<file path="config.mk">
export PLATFORM = sky130hd
export DESIGN_NAME = approx_rc_adder_pipe
export DESIGN_NICKNAME = d
export VERILOG_FILES = /design/src/rtl/approx_rc_adder_pipe.sv
export SDC_FILE = /design/constraint.sdc
export NUM_CORES = 1
export LEC_CHECK = 0
export CAP_MARGIN = 20
export CORE_ASPECT_RATIO = 1.1
export CORE_UTILIZATION = 25
export CTS_BUF_LIST = sky130_fd_sc_hd__clkbuf_4 sky130_fd_sc_hd__clkbuf_8 sky130_fd_sc_hd__clkbuf_16
export CTS_CLUSTER_DIAMETER = 60
export CTS_CLUSTER_SIZE = 12
export DETAILED_ROUTE_END_ITERATION = 12
export PLACE_DENSITY = 0.43
export SYNTH_ARGS = -nofsm -noshare
export SYNTH_HDL_FRONTEND = slang
export SYNTH_SLANG_ARGS = --single-unit
</file>
<file path="constraint.sdc">
create_clock -name clk -period 8.3 [get_ports clk]
set_input_delay 1.66 -clock clk [delete_from_list [all_inputs] [get_ports clk]]
set_output_delay 1.66 -clock clk [all_outputs]
set_load 0.02 [all_outputs]
</file>
<file path="src/rtl/approx_rc_adder_pipe.sv">
// Pipelined ripple-carry adder: approximate cells on the low APPROX_BITS positions, valid/ready at both ends.
// Define APPROX_ERR_MON_EN to add the |approx - exact| error monitor ports (err_clr, err_abs, err_acc, err_max, err_cnt).
module approx_rc_adder_pipe #(
    parameter int WIDTH       = 8,
    parameter int APPROX_BITS = 2,
    parameter int STAGES      = 2,
    parameter int ACC_W       = 32
) (
    input  logic             clk,
    input  logic             rst,
    input  logic             in_valid,
    output logic             in_ready,
    input  logic [WIDTH-1:0] in_a,
    input  logic [WIDTH-1:0] in_b,
    input  logic             in_cin,
    input  logic             in_approx,
    output logic             out_valid,
    input  logic             out_ready,
    output logic [WIDTH:0]   out_sum
`ifdef APPROX_ERR_MON_EN
    ,
    input  logic             err_clr,
    output logic [WIDTH:0]   err_abs,
    output logic [ACC_W-1:0] err_acc,
    output logic [WIDTH:0]   err_max,
    output logic [ACC_W-1:0] err_cnt
`endif
);
    localparam int SEG = WIDTH / STAGES;

    if (WIDTH < 2) begin : g_bad_width
        $error("approx_rc_adder_pipe: WIDTH must be at least 2");
    end
    if (APPROX_BITS < 0 || APPROX_BITS > WIDTH) begin : g_bad_approx
        $error("approx_rc_adder_pipe: APPROX_BITS must lie in 0..WIDTH");
    end
    if (STAGES < 1 || (WIDTH % STAGES) != 0) begin : g_bad_stages
        $error("approx_rc_adder_pipe: WIDTH must be divisible by STAGES");
    end

    // Each stage register carries the untouched operand bits forward and accumulates finished sum bits.
    typedef struct packed {
        logic             approx;
        logic             carry;
        logic [WIDTH-1:0] a;
        logic [WIDTH-1:0] b;
        logic [WIDTH-1:0] sum;
`ifdef APPROX_ERR_MON_EN
        logic             ex_carry;
        logic [WIDTH-1:0] ex_sum;
`endif
    } stage_t;

    // Ripples one segment; position base+j uses the approximate cell when approx is set and it is below APPROX_BITS.
    function automatic logic [SEG:0] seg_add(input logic [SEG-1:0] a, input logic [SEG-1:0] b,
                                             input logic cin, input logic approx, input int base);
        logic           c;
        logic [SEG-1:0] s;
        c = cin;
        s = '0;
        for (int j = 0; j < SEG; j++) begin
            if (approx && (base + j) < APPROX_BITS) begin
                s[j] = ~b[j] & (a[j] ^ c);
                c    = b[j] | c;
            end else begin
                s[j] = a[j] ^ b[j] ^ c;
                c    = (a[j] & b[j]) | (a[j] & c) | (b[j] & c);
            end
        end
        return {c, s};
    endfunction

    stage_t            stage_q [STAGES];
    stage_t            src     [STAGES];
    stage_t            stage_d [STAGES];
    logic [STAGES-1:0] valid_q;
    logic [STAGES-1:0] up_valid;
    logic [STAGES-1:0] adv;

    always_comb begin
        logic [SEG:0] r;
        // NOTE: every variable written here gets a value on every path first, so no latch can be inferred.
        r      = '0;
        src[0] = '0;
        src[0].approx = in_approx;
        src[0].carry  = in_cin;
        src[0].a      = in_a;
        src[0].b      = in_b;
`ifdef APPROX_ERR_MON_EN
        src[0].ex_carry = in_cin;
`endif
        for (int k = 1; k < STAGES; k++) src[k] = stage_q[k-1];
        for (int k = 0; k < STAGES; k++) begin
            stage_d[k] = src[k];
            r = seg_add(src[k].a[k*SEG +: SEG], src[k].b[k*SEG +: SEG], src[k].carry, src[k].approx, k*SEG);
            stage_d[k].sum[k*SEG +: SEG] = r[SEG-1:0];
            stage_d[k].carry             = r[SEG];
`ifdef APPROX_ERR_MON_EN
            r = seg_add(src[k].a[k*SEG +: SEG], src[k].b[k*SEG +: SEG], src[k].ex_carry, 1'b0, k*SEG);
            stage_d[k].ex_sum[k*SEG +: SEG] = r[SEG-1:0];
            stage_d[k].ex_carry             = r[SEG];
`endif
        end
    end

    // A stage may advance if it or any stage downstream of it is empty, or the output is being taken.
    always_comb begin
        logic room;
        room        = out_ready;
        up_valid[0] = in_valid;
        for (int k = 1; k < STAGES; k++) up_valid[k] = valid_q[k-1];
        for (int k = STAGES - 1; k >= 0; k--) begin
            room   = room | ~valid_q[k];
            adv[k] = room;
        end
    end

    assign in_ready  = adv[0];
    assign out_valid = valid_q[STAGES-1];
    assign out_sum   = {stage_q[STAGES-1].carry, stage_q[STAGES-1].sum};

    always_ff @(posedge clk) begin
        if (rst) begin
            valid_q <= '0;
            // NOTE: the data registers are reset as well because out_sum must read zero after reset.
            for (int k = 0; k < STAGES; k++) stage_q[k] <= '0;
        end else begin
            for (int k = 0; k < STAGES; k++) begin
                if (adv[k]) begin
                    // NOTE: non-blocking updates let every stage sample its upstream neighbour's old value.
                    valid_q[k] <= up_valid[k];
                    if (up_valid[k]) stage_q[k] <= stage_d[k];
                end
            end
        end
    end

`ifdef APPROX_ERR_MON_EN
    if (ACC_W < WIDTH + 1) begin : g_bad_acc
        $error("approx_rc_adder_pipe: ACC_W must be at least WIDTH+1");
    end

    logic [WIDTH:0]   exact_res;
    logic [ACC_W:0]   acc_sum;
    logic [ACC_W-1:0] err_acc_q;
    logic [ACC_W-1:0] err_cnt_q;
    logic [WIDTH:0]   err_max_q;

    assign exact_res = {stage_q[STAGES-1].ex_carry, stage_q[STAGES-1].ex_sum};
    assign err_abs   = (out_sum >= exact_res) ? out_sum - exact_res : exact_res - out_sum;
    assign acc_sum   = {1'b0, err_acc_q} + (ACC_W+1)'(err_abs);
    assign err_acc   = err_acc_q;
    assign err_max   = err_max_q;
    assign err_cnt   = err_cnt_q;

    // A clear coinciding with a handshake wins; that sample is dropped.
    always_ff @(posedge clk) begin
        if (rst || err_clr) begin
            err_acc_q <= '0;
            err_max_q <= '0;
            err_cnt_q <= '0;
        end else if (out_valid && out_ready) begin
            err_acc_q <= acc_sum[ACC_W] ? '1 : acc_sum[ACC_W-1:0];
            if (err_abs > err_max_q) err_max_q <= err_abs;
            err_cnt_q <= err_cnt_q + 1'b1;
        end
    end
`endif

endmodule

</file>
# Yosys cells after proc, flatten, opt, wreduce, memory -nomap -nowiden
# Memory sizes are Yosys's and may differ from the RTL's.
# Index checks and enable logic that the tools add are counted.
# Widths: inputs -> output; s select.
# op_classes
muxes	16
bitwise_logic	70
# ops
op	count
$mux 26	2
$and 1x1->1	26
$or 1x1->1	22
$xor 1x1->1	18
$mux 1	14
$not 1->1	4
# totals
regBits	2
ramBits	52
in_bits	22
output_inout_bits	11
elab_cells	89
memories	1
# memory_table
name	depth	width	rd	rd_ports_with_merged_regs	wr	line_no	text
stage_q	2	26	2	0	2	73	stage_t stage_q [STAGES];

# Logic depth before layout (Yosys ltp)
# Gate-level depths: netlist of the first run.
# depth
depth_word	15
mapped_depth	11
ltp_nobuf	11

# Worst setup path after synthesis of the first run
# No wires, ideal clock.
# synth_timing
kind	input -> output
startpoint	in out_ready
endpoint	out in_ready
arrival_time_ps	2118
required_ps	6640
path_slack_ps	4522
cell_stages	3
n_path_buf	1
cell_sequence	and3b_1 buf_6 inv_1
# synth_between
elab_chain_len	2
# synth_lines
item	line_no	text
from (decl)	18	input logic out_ready,
$or 1x1->1 (2 in a row)	113	room = room | ~valid_q[k];
to (decl)	12	output logic in_ready,
# Every way passes these cells.

# Worst setup path after layout of the first run
# Ends and elaborated chain as after synthesis.

==> results of run 1 <==
==> power by group <==
part / switching, W / internal (W)
Sequential: 0.00000325 / 0.000144
Clock: 0.0000355 / 0.0000330
Combinational: 0.0000264 / 0.0000304
Total: 0.0000651 / 0.000207
==> cell families (layout without fill, tap and decap cells) <==
logic type,count (synthesis),count (layout),share of synthesized area
flip-flops,24,24,0.510
adder cells (fa/ha/maj),10,10,0.135
buffers and inverters,21,54,0.0947
AND/OR/NAND/NOR,29,29,0.215
AO/OA/AOI/OAI,9,9,0.0455
==> metal layers <==
metal	routed length, um	share of wire	global-route usage
met3	75	0.034	0.00884
met5	0	0	0
met2	1080	0.50	0.149
met4	40	0.018	0.0588
met1	978	0.45	0.0986
==> layout by cell type, fill, tap and decap left out, drive strengths merged <==
| master | n |
|---|---|
| clkdlybuf4s50 | 32 |
| edfxtp | 22 |
| inv | 16 |
| nor3b | 15 |
| fa | 8 |
| nor3 | 6 |
| a21oi | 3 |
| clkbuf | 3 |
| nand2b | 2 |
| a21o | 2 |
| nand3b | 2 |
| a211oi | 2 |
| ha | 2 |
| buf | 2 |
| dfxtp | 2 |
| nor2 | 1 |
| and3b | 1 |
| nor2b | 1 |
| a31oi | 1 |
| o21bai | 1 |
| or2 | 1 |
| clkinv | 1 |
==> stage by stage <==
stage / hold slack (ns) / setup slack, ns
floorplan: 0.453 / 4.52
global placement: 0.470 / 3.36
detailed placement: 0.481 / 3.34
CTS: 0.494 / 3.35
global route: 0.541 / 3.28
finish: 0.494 / 3.36
==> worst max path at each step <==
stage	end	slack [ns]	cells past startpoint
2_1_floorplan	in_ready	4.52	3
3_3_place_gp	in_ready	3.36	5
3_5_place_dp	in_ready	3.34	5
4_1_cts	in_ready	3.35	5
5_1_grt	in_ready	3.28	5
6_report	in_ready	3.36	5
==> state kept, by name, indices dropped and copies added, names as in the netlist <==
| register | cells |
|---|---|
| stage_q | 22 |
| valid_q | 2 |
==> cell type report <==
class | instances | area, um2
clock buffers | 3 | 41.3
clock inverters | 1 | 3.75
fillers | 544 | 3360
inverters | 16 | 60.1
multi-input cells | 48 | 543
flip-flops and latches | 24 | 701
well taps | 72 | 90.1
repair buffers | 34 | 335
==> worst max-delay path, stage by stage <==
cell	delay (ns)
sky130_fd_sc_hd__clkdlybuf4s50_1	0.40
sky130_fd_sc_hd__and3b_1	0.20
sky130_fd_sc_hd__buf_4	0.33
sky130_fd_sc_hd__inv_1	0.12
sky130_fd_sc_hd__clkdlybuf4s50_1	0.56
==> flow_metrics.tcl, run 1 <==
set metrics [dict create \
    outcome "complete, no violations" \
    yosysWarnings 0 \
    postLayoutCellArea_um2 1770 \
    dpl.cell_count 194 \
    postRouteWirelength_um 2180 \
    route.detailed.wl_per_inst_um 11.0 \
    grt_start_max_net_pins 24 \
    design.die.area_um2 5800 \
    cts_max_level 1 \
    cp_data_arrival_time_ns 3.28 \
    dpl_cell_area_um2 1730 \
    synth_top_cell_by_area "sky130_fd_sc_hd__edfxtp_1" \
    synth_cell_type_count 22 \
    post-dp-hpwl_um 1600 \
    ff2ff_setup_slack_ns 6.04 \
    place.gp.congestion 0.632 \
    timing.max_cap.violations 0 \
    synthTopCellsByArea "sky130_fd_sc_hd__edfxtp_1, sky130_fd_sc_hd__nor3b_2, sky130_fd_sc_hd__fa_1, sky130_fd_sc_hd__inv_1, sky130_fd_sc_hd__nor3_2" \
    hold_path_class "reg -> reg" \
    timing.hold.worst_endpoint "valid_q[1]" \
    final_layout_size_suffix_gt1_frac 0.214 \
    antenna_found_initial 0 \
    initial_utilization 0.268 \
    edff_count_synth 22 \
    final_setup_fails 0 \
    clkTransAtPathRegs_ns 0.08 \
    fin_nets 159 \
    drt_iter0_markers 50 \
    routed-via-count 790 \
    final_util 0.346 \
    async_flop_share 0 \
    ant_nets 0 \
    synth-main-ff-cell "sky130_fd_sc_hd__edfxtp_1" \
    synth_cells 93 \
    slew_headroom 0.659 \
    critPathLaunchType "primary input" \
    min_period_ns 4.94 \
    grt_first_pass_wirelength_um 3670 \
    clock_tree.root_cell "sky130_fd_sc_hd__clkbuf_8" \
    global_route.usage.total 0.0858 \
    setup-tns-final_ns 0 \
    gr-total-overflow 0 \
    critical_path.reg2reg.startpoint "stage_q[0][12]" \
    tritoncts "yes" \
    hold_viol_final 0 \
    clock_latency_ns 0.26 \
    drt_pass1_iterations 4 \
    first_global_vias 811 \
    numCtsBuffers 3 \
    postCtsSetupBuffers 0 \
    clock_tree.buffer_depth 2 \
    power.density_nw_per_um2 154 \
    cts_hold_buffers 0 \
    power.ir.vdd_worst_v 0.0000520 \
    p_leak_nw 0.662 \
    synth_sequential_area_ratio 0.510 \
    synthesis.area_per_instance_um2 14.8 \
    timing.critical_path.to_type "primary output" \
    ys_ff_latch 24 \
    most_frequent_cell_after_synthesis "sky130_fd_sc_hd__edfxtp_1" \
    fin_skew_ns 0.00491 \
    clock_sink_count 24 \
    post_cts.resized_instances 0 \
    fin_cells 198 \
    cp_max_fo 23 \
    worst_r2r_path_depth 8 \
    netlist_top_cells_count "sky130_fd_sc_hd__edfxtp_1, sky130_fd_sc_hd__inv_1, sky130_fd_sc_hd__nor3b_2" \
    synthesis.nets 125 \
    grt_setup_unrepaired "false" \
    drcViolationCount 0 \
    syn-cell-area_um2 1370 \
    top_level_ports 33 \
    io_buffer_count 32 \
    power.total_w 0.000273 \
    crit_path_start "out_ready" \
    final_max_slew_viol_count 0 \
    rows 27 \
    inserted_diodes 0 \
    crit_path_kind "in -> out" \
    area.growth.synth_to_final_pct 29.1 \
    required_ns 6.64 \
    die_h_um 79.8 \
    min_delay_path_depth 2 \
    vias_per_cell 3.99 \
    r2r-end "stage_q[0][33]" \
    timing_worst_slew_pin_value_ns 0.512 \
    hold_path.startpoint "valid_q[0]" \
    die_width_um 72.7 \
    yosysTopAreaCellShare 0.481 \
    total_core_area_um2 5130 \
    final_min_period_over_clock_period 0.595 \
    max_clock_freq_mhz 203 \
]
Power figures use the tool's default switching activity.
==> run 2: changes to the inputs <==
Settings changed: PLACE_DENSITY 0.43 to 0.45.
Clock period 8.3 ns to 4.1 ns, I/O delays scaled along.
==> run 2 against run 1 <==
  * Sequential share of layout area is the same
  * Clock-buffer cell count is the same
  * Combinational power grew 100%
  * Core utilization is the same
  * Total power grew 100%
  * Worst setup slack lost 2.6 ns
  * Sequential power grew 100%
  * Hold slack gained 0.0086 ns
  * First-iteration DRC count shrank 6.0%
  * Routed wire length shrank 2.2%
  * Clock skew grew 0.0036 ns
  * Critical path type is now in -> reg
  * Critical endpoint is now stage_q[0][3]
  * Largest cell class unchanged
==> flow_metrics.tcl, run 2 (synthesis gave the netlist of run 1 again) <==
set metrics [dict create \
    final_setup_fails 0 \
    grt_start_max_net_pins 23 \
    hold_viol_final 0 \
    cts_max_level 1 \
    die_width_um 72.7 \
    post_cts.resized_instances 0 \
    drcViolationCount 0 \
    tritoncts "yes" \
    clock_sink_count 24 \
    leading_cell_types_in_the_layout_fill_and_taps_excluded "sky130_fd_sc_hd__clkdlybuf4s50_1, sky130_fd_sc_hd__edfxtp_1, sky130_fd_sc_hd__inv_1" \
    largest_register "stage_q" \
    final_layout_size_suffix_gt1_frac 0.214 \
    final_min_period_over_clock_period 0.808 \
    cts_hold_buffers 0 \
    timing.max_cap.violations 0 \
    clock_latency_ns 0.26 \
    area.growth.synth_to_final_pct 29.1 \
    p_leak_nw 0.662 \
    drt_pass1_iterations 4 \
    design.die.area_um2 5800 \
    cell_by_cell_listing_of_the_critical_path "clkdlybuf4s50_1, inv_1, fa_1, nor2b_1, a31oi_1, fa_1, nor2_1, a21oi_1, fa_1, inv_1, fa_1, nor3_2" \
    outcome "complete, no violations" \
    drt_iter0_markers 47 \
    min_period_ns 3.31 \
    route.detailed.wl_per_inst_um 10.8 \
    largest_register_ffs 22 \
    slew_headroom 0.646 \
    place.gp.congestion 0.659 \
    first_global_vias 859 \
    detailedPlace.worstSlack_ns 0.478 \
    routed-via-count 757 \
    clkTransAtPathRegs_ns 0.07 \
    die_h_um 79.8 \
    seqCellArea_um2 701 \
    antenna_found_initial 0 \
    cp_max_fo 2 \
    timing_worst_slew_pin_value_ns 0.531 \
    inserted_diodes 0 \
    numCtsBuffers 3 \
    crit_path_kind "in -> reg" \
    cp_slowest_stage_delay_ns 0.49 \
    power.ir.vdd_worst_v 0.000102 \
    ant_nets 0 \
    hold_ws_ns 0.502 \
    multi_input_area_um2 543 \
    io_buffer_count 32 \
    timing.critical_path.to_type "flop" \
    setup-tns-final_ns 0 \
    crit_path_top_delay_cell "sky130_fd_sc_hd__fa_1" \
    cp_data_arrival_time_ns 3.32 \
    vias_per_cell 3.82 \
    global_route.usage.total 0.0848 \
    total_core_area_um2 5130 \
    clock_tree.root_cell "sky130_fd_sc_hd__clkbuf_8" \
    postRouteWirelength_um 2130 \
    gr-total-overflow 0 \
    fin_nets 159 \
    crit_top_cell "sky130_fd_sc_hd__fa_1" \
    required_ns 4.11 \
    max_clock_freq_mhz 302 \
    critPathLaunchType "primary input" \
    top_level_ports 33 \
    power.density_nw_per_um2 310 \
    grt_first_pass_wirelength_um 3770 \
    rows 27 \
    fin_skew_ns 0.00853 \
    initial_utilization 0.268 \
    postCtsSetupBuffers 0 \
    clock_tree.buffer_depth 2 \
    biggestRegsByFlops "stage_q: 22 flops, valid_q: 2 flops" \
    hold_path_class "reg -> reg" \
    final_common_cell "sky130_fd_sc_hd__clkdlybuf4s50_1" \
    final_max_slew_viol_count 0 \
    n_fill_cell 526 \
    worst_slack_ns 0.785 \
    grt_setup_unrepaired "false" \
]
## run 2: cell counts in the layout (fill, tap and decap cells not counted)
Identical to the previous run, type by type.
## run 2: per-stage QoR
step,cell area (um2),utilization,cells,power (W)
floorplan,1370,-,93,0.000370
global route,1770,0.346,198,0.000583
detailed placement,1730,0.337,194,0.000420
global placement,1730,0.337,194,0.000418
finish,1770,0.346,198,0.000549
CTS,1770,0.346,198,0.000560
## run 2: layer usage
metal	routed length, um	track usage	up-vias
li1	-	-	382
met1	959	0.101	351
met2	1040	0.141	22
met3	94	0.0101	2
met4	40	0.0588	0
met5	0	0	-
## run 2: critical path: cells and delay by family
kind / cells / cell delay (ns)
fa+ha+maj: 4 / 1.29
buf+inv: 3 / 0.60
simple gates: 3 / 0.21
compound gates: 2 / 0.39
## run 2: cell type report
cell class	count	area share
multi-input cells	48	0.306
clock inverters	1	0.00212
inverters	16	0.0339
flip-flops and latches	24	0.395
clock buffers	3	0.0233
repair buffers	34	0.189
well taps	72	0.0508
## run 2: path summary, 6_finish.rpt
| path | start | end | slack (ns) | cells past startpoint |
|---|---|---|---|---|
| worst min register to register | valid_q[0] | valid_q[1] | 0.50 | 2 |
| worst max register to register | stage_q[0][12] | stage_q[0][33] | 1.84 | 8 |
| worst max-delay path | in_a[0] | stage_q[0][3] | 0.79 | 12 |
| worst min-delay path | valid_q[0] | valid_q[1] | 0.50 | 2 |
## run 2: power by group
group | switching, W | internal (W)
clock network | 0.0000707 | 0.0000668
logic | 0.0000525 | 0.0000612
registers | 0.00000637 | 0.000292
total | 0.000130 | 0.000420
==> run 3: changes to the inputs <==
Clock period 4.1 ns to 2.7 ns, I/O delays scaled along.
==> run 3 against run 2 <==
  * Hold slack better by 0.0059 ns
  * Sequential share of layout area down 1.9 points
  * Die area did not move
  * Via count rose by 7.4%
  * Worst setup slack got worse by 0.60 ns
  * Sequential cell count did not move
  * Design area grew 4.9%
  * Clock-buffer cell count unchanged
  * First-iteration DRC count fell by 43%
  * Clock power rose by 50%
  * Non-clock buffer count up 9
  * Critical path type unchanged
  * Critical endpoint unchanged
  * Highest routed layer unchanged
==> flow_metrics.tcl, run 3 (synthesis gave the netlist of run 1 again) <==
set metrics [dict create \
    timing.critical_path.to_type "flop" \
    critPathBufInv 3 \
    outcome "complete, no violations" \
    fin_nets 168 \
    post-dp-hpwl_um 1610 \
    routed-via-count 813 \
    drt_iter0_markers 27 \
    fin_skew_ns 0.00377 \
    slew_headroom 0.660 \
    internal-power_w 0.000647 \
    grt_start_max_net_pins 23 \
    cts_hold_buffers 0 \
    timing_worst_slew_pin_value_ns 0.511 \
    min_period_ns 2.51 \
    max_clock_freq_mhz 398 \
    n_fill_cell 521 \
    tritoncts "yes" \
    top_level_ports 33 \
    drcViolationCount 0 \
    seqPwrFrac 0.534 \
    leading_cell_types_in_the_layout_fill_and_taps_excluded "sky130_fd_sc_hd__clkdlybuf4s50_1, sky130_fd_sc_hd__edfxtp_1, sky130_fd_sc_hd__nor3b_2" \
    hold_path_class "reg -> reg" \
    clock_latency_ns 0.26 \
    final_min_period_over_clock_period 0.930 \
    rows 27 \
    grt_first_pass_wirelength_um 3670 \
    biggestRegsByFlops "stage_q: 22 flops, valid_q: 2 flops" \
    power.density_nw_per_um2 455 \
    total_core_area_um2 5130 \
    design.die.area_um2 5800 \
    final_util 0.363 \
    postRouteWirelength_um 2190 \
    vias_per_cell 3.93 \
    clock_sink_count 24 \
    clkTransAtPathRegs_ns 0.08 \
    global_route.usage.total 0.0827 \
    area.growth.synth_to_final_pct 35.5 \
    timing.max_cap.violations 0 \
    cp_slowest_stage_delay_ns 0.51 \
    grt_setup_unrepaired "false" \
    largest_register "stage_q" \
    required_ns 2.71 \
    first_global_vias 852 \
    antenna_found_initial 0 \
    clock_tree.root_cell "sky130_fd_sc_hd__clkbuf_8" \
    power.share.combinational 0.222 \
    drt_pass1_iterations 2 \
    largest_register_ffs 22 \
    cp_data_arrival_time_ns 2.52 \
    die_h_um 79.8 \
    place.gp.congestion 0.667 \
    final_common_cell "sky130_fd_sc_hd__clkdlybuf4s50_1" \
    switchingPower_w 0.000201 \
    gr-total-overflow 0 \
    crit_path_kind "in -> reg" \
    final_max_slew_viol_count 0 \
    initial_utilization 0.268 \
    p_leak_nw 0.707 \
    numCtsBuffers 3 \
    power.switching_fraction 0.237 \
    hold_viol_final 0 \
    postLayoutCellArea_um2 1860 \
    power.ir.vdd_worst_v 0.000146 \
    inserted_diodes 0 \
    cp_max_fo 2 \
    route.detailed.wl_per_inst_um 10.6 \
    critPathLaunchType "primary input" \
    die_width_um 72.7 \
    clockPowerShare 0.244 \
    final_layout_size_suffix_gt1_frac 0.363 \
    critPathTopFamily "adder cells" \
    final_setup_fails 0 \
    detailedPlace.worstSlack_ns -0.574 \
    dpl_cell_area_um2 1790 \
    crit_top_cell "sky130_fd_sc_hd__fa_2" \
    cell_by_cell_listing_of_the_critical_path "clkbuf_2, inv_2, fa_2, nor2b_4, a31oi_4, fa_2, nor2_2, a21oi_2, fa_2, inv_1, fa_1, nor3_2" \
    worst_slack_ns 0.190 \
    clock_tree.buffer_depth 2 \
    ant_nets 0 \
    crit_path_top_delay_cell "sky130_fd_sc_hd__fa_1" \
    cts_max_level 1 \
    io_buffer_count 32 \
]
run 3: layer usage:
layer  up-vias  part of all wire  global-route usage
met1       388              0.44              0.0965
met3         2             0.032             0.00758
met4         0             0.018              0.0529
li1        401                 -                   -
met2        22              0.50               0.144
met5         -                 0                   0
run 3: power groups by stage:
stage          sequential (W)  clock, W  combinational (W)
4_1_cts              0.000453  0.000218           0.000192
3_3_place_gp         0.000461         0           0.000183
6_report             0.000453  0.000207           0.000188
2_1_floorplan        0.000479         0          0.0000835
3_5_place_dp         0.000462         0           0.000184
5_1_grt              0.000457  0.000232           0.000207
run 3: timing repair:
item / 4_1_cts / 5_1_grt
setup endpoints to repair: 3 / 2
pin swaps: 3 / 3
resized for setup: 15 / 7
setup buffers: 1 / 0
run 3: stage by stage:
stage / cells / total power, W / hold slack, ns / TNS [ns]
after floorplan: 93 / 0.000562 / 0.453 / 0
after global placement: 202 / 0.000644 / 0.470 / -1.32
after detailed placement: 202 / 0.000646 / 0.502 / -1.48
after CTS: 207 / 0.000863 / 0.514 / 0
after global routing: 207 / 0.000896 / 0.556 / 0
final: 207 / 0.000848 / 0.508 / 0
run 3: worst paths after layout:
check	startpoint	to	slack, ns	cells past startpoint
worst max register to register	stage_q[0][12]	stage_q[0][33]	0.47	8
worst max-delay path	in_a[0]	stage_q[0][3]	0.19	12
worst min register to register	valid_q[0]	valid_q[1]	0.51	2
worst min-delay path	valid_q[0]	valid_q[1]	0.51	2
run 3: area by class of cell:
| cell class | count | area (um2) | area share |
|---|---|---|---|
| repair buffers | 43 | 387 | 0.208 |
| clock inverters | 1 | 3.75 | 0.00202 |
| inverters | 16 | 60.1 | 0.0323 |
| clock buffers | 3 | 41.3 | 0.0222 |
| multi-input cells | 48 | 579 | 0.311 |
| flip-flops and latches | 24 | 701 | 0.376 |
| well taps | 72 | 90.1 | 0.0484 |
run 3: worst min-delay path, cell delays in order (launching register included):
cell                      delay [ns]
sky130_fd_sc_hd__dfxtp_1        0.35
sky130_fd_sc_hd__inv_1          0.06
sky130_fd_sc_hd__a21oi_1        0.05
